### src/rtl/mem_port_arbiter_pkg.sv
// Shared memory-port definitions: operation codes, data width and arbiter state encoding.
// The matrix engine and the host adapter import the same package.
`ifndef TYPE_BW
`define TYPE_BW 32
`endif

package mem_port_arbiter_pkg;

  localparam logic [1:0] MEM_OP_NONE  = 2'b00;
  localparam logic [1:0] MEM_OP_READ  = 2'b01;
  localparam logic [1:0] MEM_OP_WRITE = 2'b11;

  typedef enum logic [1:0] {
    ST_IDLE  = 2'd0,
    ST_ISSUE = 2'd1,
    ST_RESP  = 2'd2
  } arb_state_e;

  // 01 and 11 are requests; 00 and the reserved 10 are not.
  function automatic logic op_active(input logic [1:0] op);
    return op[0];
  endfunction

endpackage

### src/rtl/mem_port_arbiter_if.sv
// Bundle of the requester-side and memory-side buses of the memory port arbiter.
interface mem_port_arbiter_if #(
  parameter int NUM_REQ = 2,
  parameter int DATA_W  = 32,
  parameter int ADDR_W  = 32
);
  // Handshake: a requester holds op/addr/wdata until its 1-cycle req_opdone; the arbiter holds
  // mem_* stable for a whole transaction and takes the 1-cycle mem_opdone as completion.
  logic [2*NUM_REQ-1:0]      req_operation;
  logic [ADDR_W*NUM_REQ-1:0] req_addr;
  logic [DATA_W*NUM_REQ-1:0] req_wdata;
  logic [DATA_W*NUM_REQ-1:0] req_rdata;
  logic [NUM_REQ-1:0]        req_opdone;
  logic [NUM_REQ-1:0]        req_err;
  logic [1:0]                mem_operation;
  logic [ADDR_W-1:0]         mem_addr;
  logic [DATA_W-1:0]         mem_wdata;
  logic [DATA_W-1:0]         mem_rdata;
  logic                      mem_opdone;

  modport master (
    output req_operation, req_addr, req_wdata, mem_rdata, mem_opdone,
    input  req_rdata, req_opdone, req_err, mem_operation, mem_addr, mem_wdata
  );

  modport slave (
    input  req_operation, req_addr, req_wdata, mem_rdata, mem_opdone,
    output req_rdata, req_opdone, req_err, mem_operation, mem_addr, mem_wdata
  );
endinterface

### src/rtl/mem_port_arbiter_rr_pick.sv
// Round-robin picker: first active requester at or after the pointer, wrapping around.
module mem_rr_pick
  import mem_port_arbiter_pkg::*;
#(
  parameter  int NUM_REQ = 2,
  localparam int IW      = (NUM_REQ > 1) ? $clog2(NUM_REQ) : 1
) (
  input  logic [NUM_REQ-1:0] req_i,
  input  logic [IW-1:0]      ptr_i,
  output logic               valid_o,
  output logic [IW-1:0]      idx_o
);

  // Scan from the farthest offset down so the nearest active requester wins.
  always_comb begin
    valid_o = 1'b0;
    idx_o   = '0;
    for (int i = NUM_REQ - 1; i >= 0; i--) begin
      if (req_i[(int'(ptr_i) + i) % NUM_REQ]) begin
        valid_o = 1'b1;
        idx_o   = IW'((int'(ptr_i) + i) % NUM_REQ);
      end
    end
  end

endmodule

### src/rtl/mem_port_arbiter.sv
// Shares one memory port between NUM_REQ requesters: round-robin grant, one registered
// downstream transaction at a time, 1-cycle opdone back, watchdog abort on a silent memory.
module mem_port_arbiter
  import mem_port_arbiter_pkg::*;
#(
  parameter  int NUM_REQ        = 2,
  parameter  int DATA_W         = `TYPE_BW,
  parameter  int ADDR_W         = 32,
  parameter  int TIMEOUT_CYCLES = 1024,
  localparam int GW             = (NUM_REQ > 1) ? $clog2(NUM_REQ) : 1
) (
  input  logic                 clk,
  input  logic                 reset,
  mem_port_arbiter_if.slave    bus,
  output logic                 busy,
  output logic [GW-1:0]        grant_id,
  output arb_state_e           dbg_state_o
);

  localparam int CNT_W = (TIMEOUT_CYCLES > 0) ? $clog2(TIMEOUT_CYCLES + 1) : 1;
  localparam logic [CNT_W-1:0] CNT_LAST = (TIMEOUT_CYCLES > 0) ? CNT_W'(TIMEOUT_CYCLES - 1) : '0;

  arb_state_e          state_q;
  logic [1:0]          mem_op_q;
  logic [ADDR_W-1:0]   mem_addr_q;
  logic [DATA_W-1:0]   mem_wdata_q;
  logic [CNT_W-1:0]    cnt_q;
  logic [GW-1:0]       grant_q;
  logic [GW-1:0]       rr_q;
  logic [NUM_REQ-1:0]  opdone_q;
  logic [NUM_REQ-1:0]  err_q;
  logic [DATA_W-1:0]   rdata_q [NUM_REQ];

  logic [1:0]          op_a    [NUM_REQ];
  logic [ADDR_W-1:0]   addr_a  [NUM_REQ];
  logic [DATA_W-1:0]   wdata_a [NUM_REQ];
  logic [NUM_REQ-1:0]  act;
  logic                pick_valid;
  logic [GW-1:0]       pick_idx;
  logic                timeout_hit;

  for (genvar i = 0; i < NUM_REQ; i++) begin : g_req
    assign op_a[i]    = bus.req_operation[2*i +: 2];
    assign addr_a[i]  = bus.req_addr[ADDR_W*i +: ADDR_W];
    assign wdata_a[i] = bus.req_wdata[DATA_W*i +: DATA_W];
    assign act[i]     = op_active(op_a[i]);
    assign bus.req_rdata[DATA_W*i +: DATA_W] = rdata_q[i];
  end

  mem_rr_pick #(.NUM_REQ(NUM_REQ)) u_pick (
    .req_i   (act),
    .ptr_i   (rr_q),
    .valid_o (pick_valid),
    .idx_o   (pick_idx)
  );

  assign timeout_hit = (TIMEOUT_CYCLES != 0) && (cnt_q == CNT_LAST);

  always_ff @(posedge clk or negedge reset) begin
    if (!reset) begin
      state_q     <= ST_IDLE;
      mem_op_q    <= MEM_OP_NONE;
      mem_addr_q  <= '0;
      mem_wdata_q <= '0;
      cnt_q       <= '0;
      grant_q     <= '0;
      rr_q        <= '0;
      opdone_q    <= '0;
      err_q       <= '0;
      for (int i = 0; i < NUM_REQ; i++) rdata_q[i] <= '0;
    end else begin
      opdone_q <= '0;
      err_q    <= '0;
      case (state_q)
        ST_IDLE: begin
          if (pick_valid) begin
            grant_q     <= pick_idx;
            mem_op_q    <= op_a[pick_idx];
            mem_addr_q  <= addr_a[pick_idx];
            mem_wdata_q <= wdata_a[pick_idx];
            cnt_q       <= '0;
            state_q     <= ST_ISSUE;
          end
        end
        ST_ISSUE: begin
          // A real acknowledge wins over a watchdog expiry in the same cycle.
          if (bus.mem_opdone) begin
            if (mem_op_q == MEM_OP_READ) rdata_q[grant_q] <= bus.mem_rdata;
            mem_op_q          <= MEM_OP_NONE;
            opdone_q[grant_q] <= 1'b1;
            state_q           <= ST_RESP;
          end else if (timeout_hit) begin
            rdata_q[grant_q]  <= '0;
            mem_op_q          <= MEM_OP_NONE;
            opdone_q[grant_q] <= 1'b1;
            err_q[grant_q]    <= 1'b1;
            state_q           <= ST_RESP;
          end else begin
            cnt_q <= cnt_q + 1'b1;
          end
        end
        ST_RESP: begin
          rr_q    <= (grant_q == GW'(NUM_REQ - 1)) ? '0 : grant_q + 1'b1;
          state_q <= ST_IDLE;
        end
        default: state_q <= ST_IDLE;
      endcase
    end
  end

  assign bus.mem_operation = mem_op_q;
  assign bus.mem_addr      = mem_addr_q;
  assign bus.mem_wdata     = mem_wdata_q;
  assign bus.req_opdone    = opdone_q;
  assign bus.req_err       = err_q;
  assign busy              = (state_q != ST_IDLE);
  assign grant_id          = grant_q;
  assign dbg_state_o       = state_q;

endmodule

### src/flat_wrapper.sv
// flat-port wrapper written by rule: the top's interface ports become plain ports
module mem_port_arbiter_flat import mem_port_arbiter_pkg::*;
#(
  parameter  int NUM_REQ        = 2,
  parameter  int DATA_W         = `TYPE_BW,
  parameter  int ADDR_W         = 32,
  parameter  int TIMEOUT_CYCLES = 1024,
  localparam int GW             = (NUM_REQ > 1) ? $clog2(NUM_REQ) : 1
)
  (clk, reset, busy, grant_id, dbg_state_o, bus_req_operation, bus_req_addr, bus_req_wdata, bus_mem_rdata, bus_mem_opdone, bus_req_rdata, bus_req_opdone, bus_req_err, bus_mem_operation, bus_mem_addr, bus_mem_wdata);
  mem_port_arbiter_if #(.NUM_REQ(NUM_REQ), .DATA_W(DATA_W), .ADDR_W(ADDR_W)) bus_i ();
  input  logic clk;
  input  logic reset;
  output logic busy;
  output logic [GW-1:0] grant_id;
  output arb_state_e dbg_state_o;
  input wire logic [$bits(bus_i.req_operation)-1:0] bus_req_operation;
  input wire logic [$bits(bus_i.req_addr)-1:0] bus_req_addr;
  input wire logic [$bits(bus_i.req_wdata)-1:0] bus_req_wdata;
  input wire logic [$bits(bus_i.mem_rdata)-1:0] bus_mem_rdata;
  input wire logic [$bits(bus_i.mem_opdone)-1:0] bus_mem_opdone;
  output wire logic [$bits(bus_i.req_rdata)-1:0] bus_req_rdata;
  output wire logic [$bits(bus_i.req_opdone)-1:0] bus_req_opdone;
  output wire logic [$bits(bus_i.req_err)-1:0] bus_req_err;
  output wire logic [$bits(bus_i.mem_operation)-1:0] bus_mem_operation;
  output wire logic [$bits(bus_i.mem_addr)-1:0] bus_mem_addr;
  output wire logic [$bits(bus_i.mem_wdata)-1:0] bus_mem_wdata;
  assign bus_i.req_operation = bus_req_operation;
  assign bus_i.req_addr = bus_req_addr;
  assign bus_i.req_wdata = bus_req_wdata;
  assign bus_i.mem_rdata = bus_mem_rdata;
  assign bus_i.mem_opdone = bus_mem_opdone;
  assign bus_req_rdata = bus_i.req_rdata;
  assign bus_req_opdone = bus_i.req_opdone;
  assign bus_req_err = bus_i.req_err;
  assign bus_mem_operation = bus_i.mem_operation;
  assign bus_mem_addr = bus_i.mem_addr;
  assign bus_mem_wdata = bus_i.mem_wdata;
  mem_port_arbiter #(.NUM_REQ(NUM_REQ), .DATA_W(DATA_W), .ADDR_W(ADDR_W), .TIMEOUT_CYCLES(TIMEOUT_CYCLES)) u_core (.clk(clk), .reset(reset), .bus(bus_i), .busy(busy), .grant_id(grant_id), .dbg_state_o(dbg_state_o));
endmodule
### config.mk
export PLATFORM = sky130hd
export DESIGN_NAME = mem_port_arbiter_flat
export DESIGN_NICKNAME = d
export VERILOG_FILES = /design/src/rtl/mem_port_arbiter_pkg.sv /design/src/rtl/mem_port_arbiter_if.sv /design/src/rtl/mem_port_arbiter_rr_pick.sv /design/src/rtl/mem_port_arbiter.sv /design/src/flat_wrapper.sv
export SDC_FILE = /design/constraint.sdc
export NUM_CORES = 1
export LEC_CHECK = 0
export CAP_MARGIN = 0
export CORE_ASPECT_RATIO = 2
export CORE_MARGIN = 4
export CORE_UTILIZATION = 41
export CTS_CLUSTER_DIAMETER = 40
export DETAILED_ROUTE_END_ITERATION = 16
export GPL_TIMING_DRIVEN = 0
export PLACE_DENSITY = 0.89
export SYNTH_ARGS = -nofsm -noshare
export SYNTH_HDL_FRONTEND = slang
export SYNTH_SLANG_ARGS = --single-unit
### constraint.sdc
create_clock -name clk -period 2.1 [get_ports clk]
set_input_delay 0.63 -clock clk [delete_from_list [all_inputs] [get_ports clk]]
set_output_delay 0.63 -clock clk [all_outputs]
set_load 0.005 [all_outputs]
Word level (Yosys, flattened, before mapping)
Cells that the tools add are included.
- register bits: 149
- input bits: 167
- output and inout port bits: 138
- logic and storage cells: 90
- $add $sub $neg: 3
- $lt $le $gt $ge: 7
- equal/unequal tests: 9
- muxes and demuxes: 44
- bitwise operators: 5
- reduce and logical (&&, ||, !) cells: 11
- operators with widths (operator ; count):
    32-bit two-way mux ; 7
    64-bit two-way mux ; 3
    64-bit AND ; 1
    64-bit bitwise mux ; 1
    64-bit NOT ; 1
    11-bit two-way mux ; 3
    32-bit demux with 1-bit select ; 1
    2-bit two-way mux ; 14
    11-bit one-hot mux with 2 select lines ; 1
    11-bit by 1-bit adder with 11-bit output, second input constant ; 1
    11-bit by 10-bit equality test with 1-bit output, second input constant ; 1
    1-bit two-way mux ; 11
    2-bit one-hot mux with 2 select lines ; 2
    3-bit AND reduction ; 2
    2-bit nonzero test ; 3
    2-bit by 1-bit equality test with 1-bit output, second input constant ; 2
    2-bit greater-or-equal comparator, second input constant ; 2
    1-bit by 2-bit less-than comparator with 1-bit output, second input constant ; 2
    2-bit by 1-bit != test with 1-bit output, second input constant ; 2
    2-bit != test, second input constant ; 2
    1-bit NOT with 2-bit output ; 2
    2-bit AND reduction ; 2
    4-bit AND reduction ; 1
    2-bit by 3-bit less-than comparator with 1-bit output, second input constant ; 1
    other kinds (9) ; 11

Logic depth before layout (Yosys ltp)
Gate-level depths: netlist (run 1).
- depth in word-level cells: 13
- mapped depth: 7
- depth with buffers taken out: 6

By module
Synthesis (run 1) repeated with hierarchy kept, for this count alone.
- cells, all modules: 522
- area total of the unflattened synthesis: 6174.7 um^2
- by module, submodules not included (module ; times used ; cells each ; area an instance (um^2) ; seq. area each (um^2)):
    mem_port_arbiter ; 1 ; 519 ; 6157.2 ; 3728.6
    mem_rr_pick ; 1 ; 3 ; 17.5 ; 0.0

Least setup slack after synthesis (run 1)
No wires, ideal clock.
- kind: input port to flip-flop
- start point: input bus_req_operation[0]
- end point: register u_core.mem_op_q[1] (netlist: u_core.bus.mem_operation[1])
- setup time: 0.128 ns
- arrival time: 1.599 ns
- data required time: 1.972 ns
- path slack: 0.373 ns
- cell stages on the path: 6
- path buffers: 2
- cells stage by stage: inv_1 -> o21ai_1 -> buf_2 -> buf_2 -> mux2i_1 -> o22ai_1
- word-level cells in the longest chain between the ends: 11
- elaborated cells between the ends (all ways): 17
- classes of those cells: eq/ne: 1; mux: 14; bitwise: 1; reduce/logical: 1
- ends and longest elaborated chain (what ; line ; text):
    start, declared ; flat_wrapper.sv:17 ; input wire logic [$bits(bus_i.req_operation)-1:0] bus_req_operation;
    1-bit two-way mux (not written as such) (3 in series) ; mem_port_arbiter_rr_pick.sv:19 ; if (req_i[(int'(ptr_i) + i) % NUM_REQ]) begin
    1-bit two-way mux (2 in series) ; mem_port_arbiter_rr_pick.sv:19 ;
    1-bit NOT with 2-bit output (not written as such) ; mem_port_arbiter.sv:78 ; mem_op_q <= op_a[pick_idx];
    2-bit two-way mux (not written as such) (3 in series) ; mem_port_arbiter.sv:78 ;
    2-bit two-way mux ; mem_port_arbiter.sv:76 ; if (pick_valid) begin
    2-bit one-hot mux with 2 select lines ; mem_port_arbiter.sv:74 ; case (state_q)
    end signal, assigned ; mem_port_arbiter.sv:78 ;
    end, declared ; mem_port_arbiter.sv:24 ; logic [1:0] mem_op_q;
Several ways; a longest one is shown, not always the timed one. The select of a mux whose other input is x is not followed.
A chain may end at the register's enable or synchronous reset.

Worst setup path in the final report (run 1)
- start point: register u_core.state_q[1] (netlist: u_core.dbg_state_o[1])
- end point: output busy
- word-level cells in the longest chain between the ends: 1
- ends and longest elaborated chain (what ; line ; text):
    start, declared ; mem_port_arbiter.sv:23 ; arb_state_e state_q;
    start signal, assigned ; mem_port_arbiter.sv:61 ; state_q <= ST_IDLE;
    start signal, assigned ; mem_port_arbiter.sv:82 ; state_q <= ST_ISSUE;
    start signal, assigned ; mem_port_arbiter.sv:91 ; state_q <= ST_RESP;
    2-bit nonzero test ; mem_port_arbiter.sv:116 ; assign busy = (state_q != ST_IDLE);
    end, declared ; flat_wrapper.sv:14 ; output logic busy;
No other way between the ends.

==> metrics, run 1 <==
outcome complete, no violations; Compound-Gate Fraction of Synth Area ~18%; Yosys top cell by area dfrtp_1; Post-DRT Antenna Nets 0; layout cells sized above 1 9.12%; die area 17900 sq um; fin nets 1021; Critical Path RT ~1.5 ns; Num CTS Buffers 17; syn nets roughly 700; CTS tree yes; global-route wire length before repair 31200 microns; DRT Pass-1 Iters 4; Seq. cell area 3730 sq um; post-synth top area share roughly 58%; crit path cell chain or2_4, dlygate4sd2_1; Antenna Diode Count 0; Crit path max-delay family flip-flops; Clock Sinks approximately 150; Synth Register Bits 149; Total GRT Usage 23.5%; CP arrival 1.41 ns; Bufs and invs on worst path 1; vias in the first global route 5956; critical path endpoint category primary output; Hold Fails Final Rpt 0; YS warnings 0; clk slew on worst S/H paths 0.06 ns; Initial DRC Count 181; Via-to-Cell Ratio between 5 and 6; Clock Latency Late Sink 0.42 ns; met2 Use GR 43.9%; I/O pins between 300 and 400; met1 Usage GRT between 20% and 30%; Clock Root Buffer clkbuf_16; unrepaired setup endpoints after global routing no; per-cell routed wire length 19.5 microns; row count 64; multiplexer share of the synthesized area 10.3%; critical path startpoint category flop; Worst Path Max Fanout 5; clk_skew about 0.014 ns; post-synthesis cell type count 44; placed cell area 9750 sq um; fin crit period 2.04 ns; grt ovf 0; Core Area 15400 sq um; gpl congestion 0.844; initial antenna violation count 0; synthesized instance count about 530; final instance area 10300 sq um; Least-Margin Pin Slew 0.533 ns; initial core utilization 41.8%; post-synthesis sequential area ratio about 58%; CTS HTree Levels 4; DR vias 5657; PortBufs between 300 and 400; Crit Path Category reg2out; CP max stage cell dfrtp_2; multi-input logic area 2350 sq um; final setup fails 0; adder-cell share of the synthesized area 0.195%; largest net degree at the start of global routing 96; worst IR drop on VDD 0.000627 V; Mean Syn Cell Area 12.2 sq um; Detailed Route WL 20700 microns; worst hold slack between 0.15 and 0.2 ns; Pwr Density 1350 nW/um^2; Die Ht ~190 microns; Tcrit/Tclk final 97.4%; Hold Crit Class in2async; Final WS setup 0.0554 ns; ranking of synthesized cells by area dfrtp_1, mux2i_1, a32o_1; crit-path max cell delay 0.43 ns; largest family of logic cells by synthesized area compound AO/OA/AOI/OAI gates; Static Leak 0.00459 uW; Bufs on Longest Clock Path 2; Filler Cell Count 1196; Fmax 489 MHz; P&R area growth vs syn 60.6%; setup TNS 0 ns; Setup WS pre-CTS -0.557 ns; xor and xnor area share after synthesis 0%; Simple-Gate Fraction of Synth Area 7.68%; # DRC 0; Hold-fix buffers, CTS 0; Slew Limit Fails 0; met3 usage between 6 and 7%; die width 96.6 microns; Most Crowded Layer GR met2; max_cap viols 0; hpwl dp 16400 microns; Post-Syn Area 6430 sq um; Worst slew margin 64.5%
## logic make-up after synthesis
group / Yosys count
compound gates: 158
fa+ha+maj: 1
buf+inv: 47
flops: 149
mux: 66
simple gates: 107
## layout make-up
type | instances | area share (%)
flip-flops and latches | 149 | 36.1
repair buffers | 306 | 29.8
multi-input cells | 332 | 22.8
clock buffers | 20 | 4.23
plain buffers | 43 | 3.47
well taps | 198 | 2.40
clock inverters | 12 | 1.03
inverters | 4 | 0.145
## per-stage QoR
step,utilization (%),std cells,power (uW)
floorplan,-,528,7290
CTS,67.0,1063,14100
global placement,63.2,1030,11000
global route,67.2,1064,14800
finish,67.2,1064,13900
detailed placement,63.4,1031,11200
## per-layer routing
layer | wire [microns] | share of wire [%]
met2 | 11600 | 56
met5 | 0 | 0
met3 | 1540 | 7.4
met1 | 6910 | 33
met4 | 701 | 3.4
## sequential cells by signal, summed over array words and instances (netlist names), 2 cells and up
name                      count
u_core.bus.req_err            2
u_core.bus.mem_operation      2
u_core.bus.req_opdone         2
u_core.bus.mem_addr          32
u_core.bus.req_rdata         64
u_core.dbg_state_o            2
u_core.bus.mem_wdata         32
u_core.cnt_q                 11
## timing repair
item | 4_1_cts | 5_1_grt
buffers inserted | 0 | 1
setup endpoints to repair | 23 | 20
resized for setup | 8 | 5
endpoints found under the hold margin | 0 | 0
## final timing paths
kind	start	endpoint	slack, ns	depth (start not counted)
setup / recovery	u_core.dbg_state_o[1]$_DFFE_PN0P_	busy	0.06	2
hold / removal	reset	u_core.bus.req_rdata[51]$_DFFE_PN0P_	0.17	1
setup reg to reg	u_core.cnt_q[0]$_DFFE_PN0P_	u_core.bus.req_rdata[18]$_DFFE_PN0P_	0.14	6
hold reg to reg	u_core.bus.mem_wdata[21]$_DFFE_PN0P_	u_core.bus.mem_wdata[21]$_DFFE_PN0P_	0.48	2
max in group asynchronous	reset	u_core.bus.mem_wdata[22]$_DFFE_PN0P_	1.05	2
min in group clk	u_core.bus.mem_wdata[21]$_DFFE_PN0P_	u_core.bus.mem_wdata[21]$_DFFE_PN0P_	0.48	2
## Yosys cell counts (all sizes together)
master,n
a21o,3
a21oi,1
a2bb2oi,1
a31o,1
a31oi,3
a32o,64
a41oi,3
and2b,1
and3,4
and4,1
buf,23
clkbuf,19
dfrtp,149
dlygate4sd1,1
ha,1
inv,4
mux2i,66
nand2,76
nand2b,2
nand3,4
nand3b,1
nand4,2
nor2,8
nor3,2
nor3b,3
o2111ai,2
o21ai,72
o21ba,1
o22ai,5
o31a,1
o31ai,1
or2,2
or3,1
## cell usage in the layout (no fill, tap or decap), types with 2 or more instances in the layout
cell type,count
a21o_1,3
dfrtp_1,147
a31oi_1,3
o21ai_1,16
clkdlybuf4s50_1,302
nand2_1,76
clkinv_4,2
o22ai_1,5
nor3b_1,2
buf_2,5
buf_1,2
nand2b_1,2
mux2i_1,65
buf_4,6
a32o_1,64
clkbuf_8,9
o2111ai_2,2
dfrtp_2,2
o21ai_0,56
a41oi_1,3
nor2_1,7
clkinvlp_4,4
clkbuf_1,13
inv_1,4
clkinv_2,4
nand3_1,3
buf_6,11
clkbuf_16,17
and3_1,3
## report_power, final
group          internal [uW]  switching, uW
registers               4130            721
clock network           1630           1200
logic                   3600           2610
## worst reg2reg max path: stages (launching register included)
cell and delay (ns):
dfrtp_1 0.38, ha_1 0.24, nand3_2 0.18, nor3_4 0.31
o2111ai_2 0.26, buf_6 0.25, a32o_1 0.22
Note: power is estimated with default switching activity, not from simulation.
==> run 2, diff against run 1 <==
CORE_UTILIZATION = 37   (was 41)
PLACE_DENSITY = 0.86   (was 0.89)
clock period = 1.85 ns   (was 2.1 ns; I/O delays follow)
==> run 2 against run 1 <==
Global-route usage down 1.9 points. Clock-buffer cell count unchanged. Non-clock buffer count up 32. Register-to-register slack worse by 0.14 ns. First-iteration DRC count down 13%. Worst hold slack worse by 0.039 ns. Sequential power up 12%. Combinational power up 10%. Setup slack worse by 0.055 ns. Core utilization down 4.6 points. Critical path type is now reg2reg. Largest power group unchanged. Highest routed layer unchanged.
==> metrics, run 2 (synthesis results as in run 1) <==
outcome complete, no violations; critical path startpoint category flop; Critical Path RT 2.14 ns; Num CTS Buffers 17; Filler Cell Count 1356; Hold Crit Class in2async; Worst Path Max Fanout 6; max_cap viols 0; Seq. cell area 3730 sq um; initial core utilization 37.4%; Antenna Diode Count 0; Core Area 17200 sq um; Fmax 541 MHz; Worst slew margin 60.6%; Hold Fails Final Rpt 0; Clock Latency Late Sink 0.41 ns; CTS HTree Levels 4; Slew Limit Fails 0; Bufs on Longest Clock Path 2; initial antenna violation count 0; worst IR drop on VDD between 0.0006 and 0.0007 V; Least-Margin Pin Slew 0.591 ns; CP arrival 2.14 ns; die area 19700 sq um; Static Leak 0.00554 uW; clk slew on worst S/H paths 0.06 ns; Crit Path Category reg2reg; grt ovf 0; hpwl dp 16500 microns; most common cell after layout, fill and taps aside clkdlybuf4s50_1; CTS tree yes; Via-to-Cell Ratio 5.26; unrepaired setup endpoints after global routing yes; Hold-fix buffers, CTS 0; gpl congestion 0.884; layout cells sized above 1 14.5%; PortBufs 304; vias in the first global route 5988; Detailed Route WL 21900 microns; DRT Pass-1 Iters 4; final core occ 62.5%; Clock Root Buffer clkbuf_16; per-cell routed wire length 19.8 microns; clk_skew between 0.008 and 0.009 ns; final setup fails 0; Pwr Density about 1500 nW/um^2; Tcrit/Tclk final 100%; global-route wire length before repair 32600 microns; multi-input logic area 2440 sq um; row count just under 70; Worst R2R End u_core.bus.req_rdata[45]$_DFFE_PN0P_; Initial DRC Count approximately 160; fin nets approximately 1.1k; # DRC 0; most frequent cells in the layout clkdlybuf4s50_1, dfrtp_1, dlygate4sd2_1, nand2_1, mux2i_1; Total GRT Usage 21.6%; Die Ht 194 microns; worst hold slack about 0.13 ns; Post-DRT Antenna Nets 0; reg2reg start u_core.cnt_q[1]$_DFFE_PN0P_; R2R Setup Slk 0.0002 ns; DR vias between 5k and 6k; max reg flops 64; largest net degree at the start of global routing 89; I/O pins 305; fin crit period 1.85 ns; P&R area growth vs syn 67.1%; die width roughly 100 microns; Final WS setup 0.000211 ns; Setup WS pre-CTS -0.868 ns; FF-to-FF path depth 6; critical path endpoint category flop; Clock Sinks around 150
[run 2: critical path, stage by stage, from the launching register on]
cell and delay [ns]:
dfrtp_1 0.41, ha_4 0.18, nand3_4 0.12, nor3_4 0.32, o2111ai_4 0.26, buf_4 0.24, a32o_1 0.21
[run 2: power breakdown]
group / total (uW) / leakage, uW / switching (uW) / internal (uW)
clock: 3630 / 0.000301 / 1340 / 2300
sequential: 5440 / 0.00189 / 757 / 4680
combinational: 6850 / 0.00336 / 3170 / 3680
total: 15900 / 0.00554 / 5260 / 10700
[run 2: worst max-delay path by stage]
stage / cells past startpoint / to / startpoint
final: 6 / u_core.bus.req_rdata[45]$_DFFE_PN0P_ / u_core.cnt_q[1]$_DFFE_PN0P_
after global routing: 6 / u_core.bus.req_rdata[45]$_DFFE_PN0P_ / u_core.cnt_q[1]$_DFFE_PN0P_
after CTS: 7 / u_core.bus.mem_operation[1]$_DFFE_PN0P_ / bus_req_operation[0]
after detailed placement: 7 / u_core.bus.mem_operation[1]$_DFFE_PN0P_ / bus_req_operation[0]
after global placement: 1 / u_core.bus.mem_addr[22]$_DFFE_PN0P_ / reset
after floorplan: 6 / u_core.bus.req_rdata[21]$_DFFE_PN0P_ / u_core.cnt_q[0]$_DFFE_PN0P_
[run 2: repair_timing]
action                                  CTS  global route
pin swaps                                 1             6
gates cloned                              0             1
buffers inserted                          9            23
endpoints found under the setup margin  221           173
resized for setup                       114            71
[run 2: routing by layer]
layer	vias up	track usage, %	wire [microns]	share of wire [%]
li1	2689	-	-	-
met1	2814	21.8	7320	33
met2	275	41.5	12500	57
met3	43	4.81	1480	6.7
met4	0	7.89	649	3.0
met5	-	0	0	0
[run 2: area by class of cell]
class                      instances  area share, %
timing repair buffer             338           30.7
clock buffer                      20           4.16
inverter                           4          0.140
buffer                            43           3.61
clock inverter                    11           1.61
multi-input combinational        332           22.7
tap                              210           2.44
sequential                       149           34.7
[run 2: stage by stage]
step	setup TNS [ns]	instance area, sq um	power (uW)	cells
2_1_floorplan	0	6430	8280	528
3_3_place_gp	-901.51	9740	12400	1042
3_5_place_dp	-64.03	9770	12700	1043
4_1_cts	-0.183	10400	15900	1083
5_1_grt	-2.20	10700	16900	1107
6_report	0	10700	15900	1107
